<file path="src/rtl/jt900h_flags_pkg.sv">
// Shared definitions for the flag register stage: F bit positions, carry
// source encodings, condition codes and the per-flag commit helper.
package jt900h_flags_pkg;

    localparam int SF_BIT = 7;
    localparam int ZF_BIT = 6;
    localparam int HF_BIT = 4;
    localparam int VF_BIT = 2;
    localparam int NF_BIT = 1;
    localparam int CF_BIT = 0;

    // Mask of the F positions that hold flags; positions 5 and 3 read as 0
    localparam logic [7:0] F_USED = 8'hD7;

    localparam logic [2:0] ALU_CF = 3'd0;
    localparam logic [2:0] SET_CF = 3'd1;
    localparam logic [2:0] CLR_CF = 3'd2;
    localparam logic [2:0] CPL_CF = 3'd3;
    localparam logic [2:0] NZ_CF  = 3'd4;

    localparam logic [3:0] CC_F   = 4'h0;
    localparam logic [3:0] CC_LT  = 4'h1;
    localparam logic [3:0] CC_LE  = 4'h2;
    localparam logic [3:0] CC_ULE = 4'h3;
    localparam logic [3:0] CC_OV  = 4'h4;
    localparam logic [3:0] CC_MI  = 4'h5;
    localparam logic [3:0] CC_Z   = 4'h6;
    localparam logic [3:0] CC_C   = 4'h7;
    localparam logic [3:0] CC_T   = 4'h8;
    localparam logic [3:0] CC_GE  = 4'h9;
    localparam logic [3:0] CC_GT  = 4'hA;
    localparam logic [3:0] CC_UGT = 4'hB;
    localparam logic [3:0] CC_NOV = 4'hC;
    localparam logic [3:0] CC_PL  = 4'hD;
    localparam logic [3:0] CC_NZ  = 4'hE;
    localparam logic [3:0] CC_NC  = 4'hF;

    typedef enum logic {ST_IDLE = 1'b0, ST_WAIT = 1'b1} state_t;

    // One flag-write request: mask {S,Z,H,V,N,C} plus its source selects
    typedef struct packed {
        logic [5:0] we;
        logic       vp_sel;
        logic       n_set;
        logic [2:0] c_op;
    } flag_req_t;

    // Apply a write request on top of 'base'; CPL/NZ carry sources read 'cur'
    function automatic logic [7:0] apply_flags(
        input logic [7:0] base,
        input logic [7:0] cur,
        input flag_req_t  req,
        input logic       s, z, p, c, v, h
    );
        logic [7:0] r;
        logic       c_new;
        r = base;
        case (req.c_op)
            SET_CF:  c_new = 1'b1;
            CLR_CF:  c_new = 1'b0;
            CPL_CF:  c_new = ~cur[CF_BIT];
            NZ_CF:   c_new = ~cur[ZF_BIT];
            default: c_new = c;
        endcase
        if (req.we[5]) r[SF_BIT] = s;
        if (req.we[4]) r[ZF_BIT] = z;
        if (req.we[3]) r[HF_BIT] = h;
        if (req.we[2]) r[VF_BIT] = req.vp_sel ? p : v;
        if (req.we[1]) r[NF_BIT] = req.n_set;
        if (req.we[0]) r[CF_BIT] = c_new;
        return r & F_USED;
    endfunction

endpackage

</file>
<file path="src/rtl/jt900h_flags_cc.sv">
// Combinational condition-code decoder: F and a 4-bit cc give cc_ok.
module jt900h_flags_cc
    import jt900h_flags_pkg::*;
(
    input  logic [7:0] f,
    input  logic [3:0] cc,
    output logic       cc_ok
);
    logic s, z, v, c, lt, cond;
    logic unused_f;

    assign s  = f[SF_BIT];
    assign z  = f[ZF_BIT];
    assign v  = f[VF_BIT];
    assign c  = f[CF_BIT];
    assign lt = s ^ v;
    assign unused_f = ^{f[5], f[HF_BIT], f[3], f[NF_BIT]};

    // Upper half of the table is the complement of the lower half
    always_comb begin
        case (cc[2:0])
            CC_F[2:0]:   cond = 1'b0;
            CC_LT[2:0]:  cond = lt;
            CC_LE[2:0]:  cond = lt | z;
            CC_ULE[2:0]: cond = c | z;
            CC_OV[2:0]:  cond = v;
            CC_MI[2:0]:  cond = s;
            CC_Z[2:0]:   cond = z;
            default:     cond = c;
        endcase
        cc_ok = cond ^ cc[3];
    end
endmodule

</file>
<file path="src/rtl/jt900h_flags.sv">
// Flag register F and shadow F': commits ALU flags under per-flag control,
// supports deferred commits during division, and resolves condition codes.
module jt900h_flags
    import jt900h_flags_pkg::*;
#(
    parameter logic [7:0] FRST = 8'h00
)(
    input  logic       clk,
    input  logic       rst_n,
    input  logic       cen,
    input  logic       alu_s,
    input  logic       alu_z,
    input  logic       alu_p,
    input  logic       alu_c,
    input  logic       alu_v,
    input  logic       alu_h,
    input  logic [5:0] flag_we,
    input  logic       vp_sel,
    input  logic       n_set,
    input  logic [2:0] c_op,
    input  logic       defer,
    input  logic       div_busy,
    input  logic       f_ld,
    input  logic [7:0] f_din,
    input  logic       ex_ff,
    input  logic [3:0] cc,
    output logic [7:0] flags,
    output logic [7:0] flags_alt,
    output logic       nin,
    output logic       hin,
    output logic       cin,
    output logic       zin,
    output logic       cc_ok,
    output logic       busy
);
    state_t     state_q, state_d;
    logic [7:0] f_q, f_d, alt_q, alt_d, base;
    flag_req_t  pend_q, pend_d, req_in;
    logic       unused_din;

    assign req_in     = '{we: flag_we, vp_sel: vp_sel, n_set: n_set, c_op: c_op};
    assign unused_din = ^{f_din[5], f_din[3]};

    always_ff @(posedge clk or negedge rst_n) begin
        if (!rst_n) state_q <= ST_IDLE;
        else        state_q <= state_d;
    end

    always_comb begin
        state_d = state_q;
        if (cen) begin
            case (state_q)
                ST_IDLE: if (!f_ld && flag_we != 6'd0 && defer) state_d = ST_WAIT;
                ST_WAIT: if (!div_busy) state_d = ST_IDLE;
                default: state_d = ST_IDLE;
            endcase
        end
    end

    always_comb begin
        busy = (state_q == ST_WAIT);
    end

    // A swap picks F' as the base onto which any load or commit is applied
    always_comb begin
        f_d    = f_q;
        alt_d  = alt_q;
        pend_d = pend_q;
        base   = ex_ff ? alt_q : f_q;
        if (cen) begin
            f_d = base;
            if (ex_ff) alt_d = f_q;
            case (state_q)
                ST_IDLE: begin
                    if (f_ld) begin
                        f_d = f_din & F_USED;
                    end else if (flag_we != 6'd0) begin
                        if (defer) pend_d = req_in;
                        else f_d = apply_flags(base, f_q, req_in,
                                               alu_s, alu_z, alu_p, alu_c, alu_v, alu_h);
                    end
                end
                ST_WAIT: begin
                    if (!div_busy)
                        f_d = apply_flags(base, f_q, pend_q,
                                          alu_s, alu_z, alu_p, alu_c, alu_v, alu_h);
                end
                default: ;
            endcase
        end
    end

    always_ff @(posedge clk or negedge rst_n) begin
        if (!rst_n) begin
            f_q    <= FRST & F_USED;
            alt_q  <= FRST & F_USED;
            pend_q <= '0;
        end else begin
            f_q    <= f_d;
            alt_q  <= alt_d;
            pend_q <= pend_d;
        end
    end

    assign flags     = f_q;
    assign flags_alt = alt_q;
    assign nin       = f_q[NF_BIT];
    assign hin       = f_q[HF_BIT];
    assign cin       = f_q[CF_BIT];
    assign zin       = f_q[ZF_BIT];

    jt900h_flags_cc u_cc (
        .f     (f_q),
        .cc    (cc),
        .cc_ok (cc_ok)
    );
endmodule

</file>
<file path="config.mk">
export PLATFORM = sky130hd
export DESIGN_NAME = jt900h_flags
export DESIGN_NICKNAME = d
export VERILOG_FILES = /design/src/rtl/jt900h_flags_pkg.sv /design/src/rtl/jt900h_flags_cc.sv /design/src/rtl/jt900h_flags.sv
export SDC_FILE = /design/constraint.sdc
export NUM_CORES = 1
export LEC_CHECK = 0
export BUFFER_PORTS_ARGS = -buffer_cell sky130_fd_sc_hd__buf_2
export CAP_MARGIN = 20
export CORE_AREA = 10 10 77 79
export CTS_BUF_LIST = sky130_fd_sc_hd__clkbuf_8
export DETAILED_ROUTE_END_ITERATION = 16
export DIE_AREA = 0 0 87 89
export PLACE_DENSITY = 0.76
export SLEW_MARGIN = 40
export SYNTH_ARGS = -nofsm -noshare
export SYNTH_HDL_FRONTEND = slang
export SYNTH_SLANG_ARGS = --single-unit
</file>
<file path="constraint.sdc">
create_clock -name clk -period 1.3 [get_ports clk]
set_input_delay 0.26 -clock clk [delete_from_list [all_inputs] [get_ports clk]]
set_output_delay 0.26 -clock clk [all_outputs]
set_load 0.02 [all_outputs]
</file>
==> reports/results.ini <==
[drt]
drc=0
wl_per_cell_um=16.2
vias=1606
antenna_left=0
drt_wl_total_um=4970
drt-pass1-iter-count=4
viasPerCell=5.23
drtIter0Drc=68

[logic_synthesis]
synth_common_cells=dfrtp_1 (28), nand2b_1 (17), a21oi_1 (14)
ys_seq_elements=28
synth_nets=203
synth.top_cell.area_share_pct=40.9
synth_most_common_cell=dfrtp_1
ys.flop_type=dfrtp_1
synth_edf_count=0
async_flop_share_pct=100
syn_area_um2=1710
postSynthCellCount=167
ys_seq_area_share_pct=40.9
avgSynthCellArea_um2=10.3
yosysWarnings=0
synth.distinct_cells=36
synth_area_leaders=dfrtp_1 (41%), mux2_4 (8.8%), mux2_2 (6.6%)
synth_top_area_cell=dfrtp_1

[critical_path]
r2r_setup_slack_ns=-0.25
r2r_start=flags[7]$_DFFE_PN0P_
r2r-end=flags[7]$_DFFE_PN0P_
cp_max_fo=4
cp-start-kind=register
arrival_ns=1.48
r2r_cells=7
cp-end-kind=output port
required_ns=1.04
criticalPathCategory=register to output port

[floorplanning]
fp.coreArea_um2=4540
initial_utilization_pct=37.8
fp.dieH_um=89
die_w_um=87
ios=58
dieArea_um2=7740
rows=25

[clock_tree]
cts_buffer_depth=2
cts.htree.levels=1
cts_tree=built
worst_skew_pair.late_latency_ns=0.28
clock_sinks=28
clk_pin_slew_ns=0.10
cts-root-buf=clkbuf_8
cts_buffers=3

[worst_hold_path]
hold_depth=2
worstHoldEndpoint=pend_q[3]$_DFFE_PN0P_
hold_path_class=primary input to register
hp-start=n_set

[pwr]
peakVddDrop_mv=0.646
finalPower_mw=3.38
p_leak_nw=1.21
power_density_nw_per_um2=1360

[status]
status=complete, but fails checks
violations=negative setup slack

[sta]
max_freq_mhz=575
setup_slack_ns=-0.440
holdWs_ns=0.234
final_max_slew_viol_count=0
hold_violations=0
setup_viol=14
skew_ns=0.00607
min_period_ns=1.74
worst_pin_slew_ns=0.359
rsz0062_at_grt=true
max_slew_margin_pct=76.0
finalCritPeriodShare_pct=134

[layout]
drive_gt1_share_pct=53.4
diodes=0
syn2layout_area_growth_pct=45.2
nets=290
utilization_pct=54.8
instances_no_fill=307

[global_routing]
grt_max_degree=29
track_usage_pct=13.0
first_global_vias=1739
grt_pass1_wl_um=8210
grt.overflow.total=0
antenna_found_initial=0

[place]
pre_cts_slack_ns=-0.196
dp_cells=299
dp_hpwl_um=3820
gp_congestion=0.794
io_buffers=55

[flow_run]
maxCapViolations=0

==> worst max path at each step <==
stage | start | to | slack [ns] | cells after the start
global route | flags[7]$_DFFE_PN0P_ | cc_ok | -0.54 | 6
global placement | cc[2] | cc_ok | -0.19 | 7
CTS | flags[7]$_DFFE_PN0P_ | cc_ok | -0.45 | 6
finish | flags[7]$_DFFE_PN0P_ | cc_ok | -0.44 | 6
detailed placement | cc[2] | cc_ok | -0.20 | 7
floorplan | flags[6]$_DFFE_PN0P_ | cc_ok | -0.15 | 5
==> logic make-up after synthesis <==
logic type                share of synthesized area [%]
and+or+nand+nor                                    15.5
AOI/OAI and AO/OA                                  16.2
muxes                                              21.2
DFF                                                40.9
buffers and inverters                              5.19
xor gates and xnor gates                           1.02
==> critical path, stage by stage, from the launching register on <==
cell,delay (ns)
dfrtp_2,0.45
nor3b_2,0.17
a31oi_1,0.05
a21oi_1,0.17
a21oi_2,0.06
xor2_2,0.15
buf_6,0.13
==> registers in the layout, indices dropped and copies added (netlist names) <==
register and count:
pend_q 11, flags 8, flags_alt 8, busy 1
==> metal layers <==
metal / part of all wire [%] / track usage [%] / up-vias
met5: 0 / 0 / -
met1: 41 / 15.9 / 774
met4: 0.38 / 1.77 / 0
met2: 49 / 21.9 / 57
li1: - / - / 773
met3: 9.8 / 4.74 / 2
==> what timing repair did <==
| item | in CTS | in global routing |
|---|---|---|
| setup buffers | 3 | 2 |
| endpoints found under the hold margin | 28 | 0 |
| gates resized for setup | 22 | 8 |
| pin swaps | 9 | 6 |
| endpoints found under the setup margin | 18 | 22 |
| hold buffers | 1 | 0 |
==> area by class of cell <==
type                            instances  area, um2
Clock inverter                          1       30.0
Sequential cell                        28        707
Timing Repair Buffer                   92        617
Clock buffer                            3       41.3
Tap cell                               54       67.6
Multi-Input combinational cell        124       1010
Fill cell                             389       2050
Inverter                                5       18.8
==> cells in the final DEF, fill, tap and decap left out, types with 3 or more instances in the layout <==
cell,count
nor2b_1,3
mux2i_1,9
dfrtp_2,5
nand3_1,3
buf_2,49
clkbuf_8,3
buf_6,9
nand2_1,12
dfrtp_1,23
nand2b_1,17
buf_4,32
mux2_2,7
o21ai_0,7
mux2_4,13
a21oi_1,11
a21oi_2,3
o221ai_1,3
nor2_1,10
a31oi_1,3
inv_1,4
==> stage by stage <==
step           instance area [um2]  setup TNS (ns)
3_5_place_dp                  2280           -1.75
3_3_place_gp                  2280           -1.39
6_report                      2490           -1.90
2_1_floorplan                 1740           -1.21
5_1_grt                       2490           -2.68
4_1_cts                       2450           -1.97
==> power breakdown <==
group | switching [mW] | total, mW | leakage, nW | internal [mW]
clock network | 0.293 | 0.706 | 0.0357 | 0.413
registers | 0.152 | 1.22 | 0.341 | 1.07
logic | 0.700 | 1.45 | 0.834 | 0.752
total | 1.14 | 3.38 | 1.21 | 2.24
(Power assumes the default switching activity.)
